==> config.mk <==
export PLATFORM = sky130hd
export DESIGN_NAME = usb_slavefifo_ctrl
export DESIGN_NICKNAME = d
export VERILOG_FILES = /design/src/rtl/usb_slavefifo_ctrl.sv
export SDC_FILE = /design/constraint.sdc
export NUM_CORES = 1
export LEC_CHECK = 0
export CAP_MARGIN = 20
export CORE_ASPECT_RATIO = 1.75
export CORE_MARGIN = 2
export CORE_UTILIZATION = 40
export DETAILED_ROUTE_END_ITERATION = 10
export PLACE_DENSITY = 0.75
export SLEW_MARGIN = 40
export SYNTH_ARGS = -nofsm -noshare
export SYNTH_HDL_FRONTEND = slang
export SYNTH_SLANG_ARGS = --single-unit
==> constraint.sdc <==
create_clock -name cyp_clk -period 1.6 [get_ports cyp_clk]
set_input_delay 0.32 -clock cyp_clk [delete_from_list [all_inputs] [get_ports cyp_clk]]
set_output_delay 0.32 -clock cyp_clk [all_outputs]
set_load 0.01 [all_outputs]
==> src/rtl/usb_slavefifo_ctrl.sv <==
// usb_slavefifo_ctrl: CY68013 slave-FIFO master, EP2 -> rx stream, tx stream -> EP6.
// Define USB_PKTEND_EN to add tx_last / usb_pktend short-packet commit.
module usb_slavefifo_ctrl #(
    parameter int DW        = 16,
    parameter int BURST_LEN = 256,
    parameter int TURN_CYC  = 2
) (
    input  logic          cyp_clk,
    input  logic          rst,
    output logic [1:0]    usb_fifoaddr,
    output logic          usb_slcs,
    output logic          usb_sloe,
    output logic          usb_slrd,
    output logic          usb_slwr,
    input  logic [DW-1:0] usb_fd_i,
    output logic [DW-1:0] usb_fd_o,
    output logic          usb_fd_oe,
    input  logic          usb_flaga,
    input  logic          usb_flagc,
    output logic          pa0,
`ifdef USB_PKTEND_EN
    input  logic          tx_last,
    output logic          usb_pktend,
`endif
    input  logic [DW-1:0] tx_data,
    input  logic          tx_valid,
    output logic          tx_ready,
    output logic [DW-1:0] rx_data,
    output logic          rx_valid,
    input  logic          rx_ready
);

    localparam int CW = $clog2(BURST_LEN + 1);
    localparam int TW = $clog2(TURN_CYC + 1);
    localparam logic [CW-1:0] BL = CW'(BURST_LEN);
    localparam logic [TW-1:0] TL = TW'(TURN_CYC - 1);

    typedef enum logic [2:0] {IDLE, RD_SEL, RD, WR_SEL, WR, TURN} state_t;

    state_t        state_q, state_n;
    logic [CW-1:0] cnt_q, cnt_n;
    logic [TW-1:0] turn_q, turn_n;
    logic          rr_rd_q, rr_rd_n;
    logic          wr_pend_q, wr_pend_n;
    logic          slrd_n, slwr_n, tx_ready_n;
    logic [DW-1:0] fd_o_n;
    logic          rd_req, wr_req, room;
`ifdef USB_PKTEND_EN
    logic          last_q, last_n, pktend_n;
`endif

    assign pa0    = 1'b1;
    assign rd_req = usb_flaga && rx_ready;
    assign wr_req = usb_flagc && tx_valid;
    assign room   = cnt_q < BL;

    // Strobes are issued only while none is in flight, so the FX2 flags
    // have settled from the previous word before the next one is committed.
    always_comb begin
        state_n    = state_q;
        cnt_n      = cnt_q;
        turn_n     = '0;
        rr_rd_n    = rr_rd_q;
        wr_pend_n  = wr_pend_q;
        slrd_n     = 1'b1;
        slwr_n     = 1'b1;
        tx_ready_n = 1'b0;
        fd_o_n     = usb_fd_o;
`ifdef USB_PKTEND_EN
        last_n     = last_q;
        pktend_n   = 1'b1;
`endif
        unique case (state_q)
            IDLE: begin
                if (rd_req && !(wr_req && rr_rd_q)) begin
                    state_n = RD_SEL;
                end else if (wr_req) begin
                    state_n   = rr_rd_q ? TURN : WR_SEL;
                    wr_pend_n = rr_rd_q;
                end
            end
            RD_SEL: state_n = RD;
            RD: begin
                if (usb_slrd) begin
                    if (rd_req && room) begin
                        slrd_n = 1'b0;
                        cnt_n  = cnt_q + CW'(1);
                    end else begin
                        state_n = TURN;
                        rr_rd_n = 1'b1;
                    end
                end
            end
            WR_SEL: state_n = WR;
            WR: begin
`ifdef USB_PKTEND_EN
                if (!usb_pktend) begin
                    state_n = TURN;
                    rr_rd_n = 1'b0;
                end else if (!usb_slwr && last_q) begin
                    pktend_n = 1'b0;
                    last_n   = 1'b0;
                end else
`endif
                if (usb_slwr) begin
                    if (wr_req && room) begin
                        slwr_n     = 1'b0;
                        tx_ready_n = 1'b1;
                        fd_o_n     = tx_data;
                        cnt_n      = cnt_q + CW'(1);
`ifdef USB_PKTEND_EN
                        last_n     = tx_last;
`endif
                    end else begin
                        state_n = TURN;
                        rr_rd_n = 1'b0;
                    end
                end
            end
            TURN: begin
                cnt_n  = '0;
                turn_n = turn_q + TW'(1);
                if (turn_q == TL) begin
                    turn_n    = '0;
                    wr_pend_n = 1'b0;
                    state_n   = wr_pend_q ? WR_SEL : IDLE;
                end
            end
            default: state_n = IDLE;
        endcase
    end

    always_ff @(posedge cyp_clk) begin
        if (rst) begin
            state_q      <= IDLE;
            cnt_q        <= '0;
            turn_q       <= '0;
            rr_rd_q      <= 1'b0;
            wr_pend_q    <= 1'b0;
            usb_fifoaddr <= 2'b00;
            usb_slcs     <= 1'b1;
            usb_sloe     <= 1'b1;
            usb_slrd     <= 1'b1;
            usb_slwr     <= 1'b1;
            usb_fd_o     <= '0;
            usb_fd_oe    <= 1'b0;
            tx_ready     <= 1'b0;
            rx_valid     <= 1'b0;
            rx_data      <= '0;
`ifdef USB_PKTEND_EN
            last_q       <= 1'b0;
            usb_pktend   <= 1'b1;
`endif
        end else begin
            state_q      <= state_n;
            cnt_q        <= cnt_n;
            turn_q       <= turn_n;
            rr_rd_q      <= rr_rd_n;
            wr_pend_q    <= wr_pend_n;
            usb_fifoaddr <= (state_n inside {WR_SEL, WR}) ? 2'b10 : 2'b00;
            usb_slcs     <= !(state_n inside {RD_SEL, RD, WR_SEL, WR});
            usb_sloe     <= !(state_n inside {RD_SEL, RD});
            usb_fd_oe    <= state_n inside {WR_SEL, WR};
            usb_slrd     <= slrd_n;
            usb_slwr     <= slwr_n;
            usb_fd_o     <= fd_o_n;
            tx_ready     <= tx_ready_n;
            rx_valid     <= !usb_slrd;
            if (!usb_slrd) begin
                rx_data <= usb_fd_i;
            end
`ifdef USB_PKTEND_EN
            last_q       <= last_n;
            usb_pktend   <= pktend_n;
`endif
        end
    end

endmodule
==> run summary, run 1 <==
failing checks = setup timing
Max VDD drop = 0.683 mV
Die ar. = 0.00629 mm2
Hold Crit Class = flip-flop to flip-flop
largest area contributor in the netlist = dfxtp_1
Layout Area Growth over Synthesis = 50.5%
DR WL/cell = 13.4 um
share of post-route cells with drive strength above 1 = 15.8%
status = finished with violations
DP HPWL = 4.05 mm
share of the synthesized area in the top cell type = 48.7%
Warnings, synthesis = 0
Avg Vias per Cell = 4.81
Worst Path Max Fanout = 4
crit path launch type = flip-flop
highest clock rate = 614 MHz
Tot Pwr = 2.99 mW
CP Class = flip-flop to flip-flop
DIE HEIGHT = 103 um
placed cell area = 0.00322 mm2
Root Buffer = clkbuf_8
Max Cap Violations = 0
I/O pin count = 80
Mapped Avg Cell Area = 9.83 um2
flops & latches, synth = 55
Worst Setup Slack, final = -0.0290 ns
synth top area cells = dfxtp_1 (49%), mux2i_1 (15%), nor2_1 (7.5%)
CTS buffer count = 5
Die Wd = 60.8 um
grt ovf = 0
number of global-route vias before repair = 1,799
CTS tree = done
Pwr Density = 880 mW/mm2
post-synthesis sequential area ratio = 48.7%
LEAKAGE = 1.47 nW
Worst setup EP type = flip-flop
Clk Latency, worst-skew pair = 0.31 ns
GRT Total Usage = 17.3%
1st-pass router iterations = 4
clock skew = 0.00725 ns
fraction of registers with async set/reset = 0%
r2r startpoint = cnt_q[8]
RSZ-0062 raised after global routing = yes
hold_ws = 0.443 ns
Initial Util = 41.1%
Syn Nets = 270
GPL Wtd Cong = 0.800
Setup TNS = -0.0782 ns
Final setup viols = 4
crit path launch = cnt_q[8]
dominant synthesized flop cell = dfxtp_1
WP data arrival = 1.82 ns
worst hold start = turn_q[0]
clock tree buffer depth = 2
Cell Area, Synth = 0.00226 mm2
synth unique cells = 45
count of pins over their slew limit = 0
final worst-path cycle share = 102%
drt drc = 0
Final #Nets = 361
port bufs = 77
pin count of the biggest net entering global routing = 28
Row Count = 36
DR vias = 1,915
Worst Path Required = 1.79 ns
first-pass GRT wire length = 8.11 mm
Syn Inst Count = 230
Post-CTS Hold Buffers = 0
final hold vios = 0
number of synthesized flops with an enable pin = 0
Detail Route Antenna Nets = 0
DRT Wirelength = 5.32 mm
htree depth = 2
ant diodes = 0
initial drt markers = 38
final worst path period need = 1.63 ns
Core Footprint = 0.00550 mm2
Final Instance Area = 0.00340 mm2
# fillers = 497
Num Clock Sinks = 55
Clock Pin Slew Worst Setup and Hold Paths = 0.09 ns
antenna violations before repair = 0
[area by class of cell]
class / count / area, um2 / share of cell area, %
well taps: 76 / 95.1 / 2.80
clock inverters: 2 / 12.5 / 0.368
clock buffers: 6 / 72.6 / 2.13
repair buffers: 100 / 975 / 28.7
inverters: 4 / 15.0 / 0.441
multi-input cells: 155 / 1130 / 33.1
flip-flops and latches: 55 / 1100 / 32.5
[routing by layer]
metal  track usage [%]  vias to the layer above  part of all wire (%)  routed length (um)
met5                 0                        -                     0                   0
met4              10.4                        0                   3.8                 200
met3              2.24                       15                   2.8                 147
met2              32.3                       47                    58                3090
met1              17.4                      896                    35                1880
li1                  -                      957                     -                   -
[synth_stat cells, types with 2 or more instances]
cell / count
nor2b_1: 4
dfxtp_1: 55
nor2_1: 45
ha_1: 2
nand2b_1: 2
mux2i_1: 33
inv_1: 4
o21ai_0: 2
and3b_1: 2
buf_4: 3
nand3_1: 9
nand2_1: 11
clkbuf_1: 5
xnor2_1: 6
and2_1: 2
a211oi_2: 2
nand4b_1: 2
a21oi_1: 7
nor4_1: 2
conb_1: 2
buf_2: 6
[worst max-delay path: stages, from the launching register on]
cell and delay [ns]:
dfxtp_2 0.33, nand3b_4 0.14, or4_4 0.48, buf_6 0.15
a211oi_2 0.21, xnor2_1 0.14, nor2_1 0.05
[path summary, 6_finish.rpt]
| kind | to | slack [ns] | cells past startpoint |
|---|---|---|---|
| max | cnt_q[7] | -0.03 | 6 |
| min | turn_q[0] | 0.44 | 1 |
| max reg2reg | cnt_q[7] | -0.03 | 6 |
| min reg2reg | turn_q[0] | 0.44 | 1 |
[placed cells by master, fill, tap and decap left out, drive strengths merged, types with 2 or more instances in the layout]
| cell type | count |
|---|---|
| a211oi | 2 |
| a21oi | 7 |
| a221oi | 2 |
| and2 | 2 |
| and3b | 2 |
| buf | 23 |
| clkbuf | 6 |
| clkdlybuf4s50 | 73 |
| conb | 2 |
| dfxtp | 55 |
| dlygate4sd2 | 4 |
| ha | 2 |
| inv | 4 |
| mux2i | 33 |
| nand2 | 11 |
| nand2b | 2 |
| nand3 | 9 |
| nand3b | 2 |
| nand4b | 2 |
| nor2 | 46 |
| nor2b | 4 |
| nor4 | 2 |
| o21ai | 3 |
| or2 | 2 |
| xnor2 | 6 |
[repair_timing]
action                                  4_1_cts  5_1_grt
gates resized for setup                       7       14
endpoints found under the setup margin       15       10
pin swaps                                     4        3
setup buffers                                 2        1
[flip-flops by register name, indices dropped and copies added (netlist names)]
name	count
usb_slrd	1
usb_fd_o	16
rr_rd_q	1
state_q	3
cnt_q	9
turn_q	2
tx_ready	1
usb_slwr	1
usb_slcs	1
usb_fifoaddr	1
usb_sloe	1
wr_pend_q	1
rx_data	16
rx_valid	1
[metrics by stage]
step / utilization (%) / worst slack [ns] / instances
detailed placement: 58.5 / -0.593 / 387
global placement: 58.5 / -0.540 / 387
finish: 61.9 / -0.0290 / 398
global route: 61.9 / -0.111 / 398
CTS: 60.4 / -0.0677 / 397
floorplan: - / -0.0865 / 230
[report_power, final]
| part | internal [mW] | leakage (nW) | switching [mW] |
|---|---|---|---|
| logic | 0.427 | 0.986 | 0.329 |
| registers | 1.45 | 0.446 | 0.0438 |
| clock network | 0.307 | 0.0412 | 0.441 |
| total | 2.18 | 1.47 | 0.814 |
[logic make-up (layout without fill, tap and decap cells)]
family | after synthesis | after routing | synth area share, %
other cells | 2 | 2 | 0.332
mux | 33 | 33 | 14.6
buf+inv | 20 | 112 | 4.48
compound gates | 22 | 22 | 8.36
xor+xnor | 7 | 7 | 2.71
fa+ha+maj | 2 | 2 | 1.11
simple gates | 89 | 89 | 19.7
flops | 55 | 55 | 48.7
(Power assumes the default switching activity.)
==> inputs of run 2 (changes only) <==
--- a/config.mk
+++ b/config.mk
@@ -8,9 +8,9 @@
 export CAP_MARGIN = 20
 export CORE_ASPECT_RATIO = 1.75
 export CORE_MARGIN = 2
-export CORE_UTILIZATION = 40
+export CORE_UTILIZATION = 45
 export DETAILED_ROUTE_END_ITERATION = 10
-export PLACE_DENSITY = 0.75
+export DONT_BUFFER_PORTS = 1
 export SLEW_MARGIN = 40
 export SYNTH_ARGS = -nofsm -noshare
 export SYNTH_HDL_FRONTEND = slang
==> run 2 against run 1 <==
  * The flow still finishes with violations (setup timing)
  * Fmax up 0.73%
  * Clock skew down 0.0025 ns
  * Register-to-register slack about the same
  * Sequential power about the same
  * Global-route usage down 1.8 points
  * Die area down 11%
  * Setup slack better by 0.012 ns
  * Combinational power down 40%
  * Flip-flop and latch count unchanged
  * Via count down 17%
  * Largest cell class is now registers
  * Largest power group unchanged
==> run summary, run 2 (synthesis gave the netlist of run 1 again) <==
status = finished with violations
failing checks = setup timing
WP data arrival = 1.82 ns
clock skew = 0.00473 ns
Row Count = 34
Net Sw Frac = 27.0%
Hold Crit Class = input port to flip-flop
r2r startpoint = state_q[2]
LEAKAGE = 1.15 nW
final worst path period need = 1.62 ns
Max VDD drop = 0.847 mV
CP cell instances = or4_4, a2111oi_4, xnor2_1, nor2_2
GRT Total Usage = 15.5%
Tot Pwr = 2.78 mW
CTS buffer count = 5
initial drt markers = 45
first-pass GRT wire length = 6.88 mm
DRT Wirelength = 4.18 mm
Root Buffer = clkbuf_8
highest clock rate = 618 MHz
Clock Pin Slew Worst Setup and Hold Paths = 0.10 ns
Sequential Power Share = 54.7%
Initial Util = 46.2%
post-route insts no fill = 292
Worst Path Required = 1.80 ns
CP max stage cell = or4_4
DIE HEIGHT = 97.8 um
worst reg-to-reg path cell count = 4
area taken by multi-input logic gates = 0.00108 mm2
final hold vios = 0
Comb pwr share = 16.2%
clock tree buffer depth = 2
count of pins over their slew limit = 0
# fillers = 482
hold_ws = 0.0702 ns
htree depth = 2
most common cell after layout, fill and taps aside = dfxtp_1
share of post-route cells with drive strength above 1 = 18.1%
register area = 0.00111 mm2
placed cell area = 0.00238 mm2
1st-pass router iterations = 3
Final setup viols = 1
drt drc = 0
Die Wd = 57.6 um
most frequent cells in the layout = dfxtp_1 (51), nor2_1 (44), mux2i_1 (33)
Final #Nets = 277
clock share of power = 29.0%
Max Cap Violations = 0
Core Footprint = 0.00489 mm2
Clk Latency, worst-skew pair = 0.31 ns
Pwr Density = 1110 mW/mm2
Setup TNS = -0.0171 ns
number of global-route vias before repair = 1,622
Placed Cells incl. Taps = 284
ant diodes = 0
antenna violations before repair = 0
Worst Path Max Fanout = 7
register-to-register setup slack = -0.02 ns
Detail Route Antenna Nets = 0
Setup Buffers After CTS = 0
DR WL/cell = 14.3 um
DP HPWL = 3.05 mm
Post-CTS Hold Buffers = 0
final worst-path cycle share = 101%
port bufs = 0
Worst Setup Slack, final = -0.0171 ns
Layout Area Growth over Synthesis = 10.8%
Final Instance Area = 0.00250 mm2
CP Class = flip-flop to flip-flop
FF-to-FF End = cnt_q[6]
Setup WS pre-CTS = -0.0679 ns
Worst setup EP type = flip-flop
critical path's largest stage delay = 0.62 ns
RSZ-0062 raised after global routing = yes
crit path launch type = flip-flop
Largest regs = rx_data: 16 flops, usb_fd_o: 16 flops, cnt_q: 9 flops
Util after Layout = 51.2%
Die ar. = 0.00563 mm2
pin count of the biggest net entering global routing = 48
Avg Vias per Cell = 5.41
I/O pin count = 80
worst hold start = rst
GPL Wtd Cong = 0.808
DR vias = 1,581
Num Clock Sinks = 55
Hold Path Cell Cnt = 1
CTS tree = done
grt ovf = 0
Worst Hold Path EP = rx_data[0]
Int Power = 2.03 mW
Sw Pwr = 751 uW
-- run 2: cell count changes in the layout (fill, tap and decap cells not counted), moves of 2 or more --
cell / previous run / this run
a21oi_1: 5 / 7
clkdlybuf4s50_1: 73 / 0
dlygate4sd2_1: 4 / 0
buf_6: 3 / 0
buf_4: 18 / 15
-- run 2: final cells by class --
class / instances / share of cell area (%)
Timing Repair Buffer: 16 / 5.29
Multi-Input combinational cell: 155 / 43.3
Clock buffer: 6 / 3.30
Inverter: 4 / 0.599
Sequential cell: 55 / 44.2
Tap cell: 54 / 2.70
Clock inverter: 2 / 0.649
-- run 2: repair_timing --
action,CTS,global route
gates resized for setup,4,6
setup endpoints to repair,3,7
pin swaps,2,3
-- run 2: power by group through the flow --
stage	registers, mW	clock network (mW)	logic, mW
after floorplan	1.53	0	0.330
after global placement	1.55	0	0.419
after detailed placement	1.55	0	0.423
after CTS	1.52	0.843	0.428
after global routing	1.53	0.878	0.502
final	1.52	0.806	0.451
-- run 2: worst max-delay path by stage --
stage | from | end | slack, ns | depth (start not counted)
6_report | state_q[2] | cnt_q[6] | -0.02 | 4
2_1_floorplan | cnt_q[8] | cnt_q[6] | -0.09 | 6
4_1_cts | cnt_q[8] | cnt_q[6] | -0.02 | 5
5_1_grt | cnt_q[8] | cnt_q[6] | -0.10 | 5
3_5_place_dp | cnt_q[8] | cnt_q[6] | -0.07 | 5
3_3_place_gp | cnt_q[8] | cnt_q[6] | -0.05 | 5
-- run 2: routing by layer --
| metal | vias to the layer above | GRT usage, % | routed length [um] |
|---|---|---|---|
| met2 | 46 | 27.2 | 2260 |
| met4 | 0 | 8.59 | 114 |
| li1 | 790 | - | - |
| met5 | - | 0 | 0 |
| met1 | 736 | 16.5 | 1590 |
| met3 | 9 | 3.58 | 216 |
-- run 2: critical path, delay by kind of cell (launching register included) --
family | cells | cell delay (ns)
AND/OR/NAND/NOR | 2 | 0.66
flip-flops | 1 | 0.36
AO/OA/AOI/OAI | 1 | 0.33
XOR/XNOR | 1 | 0.17
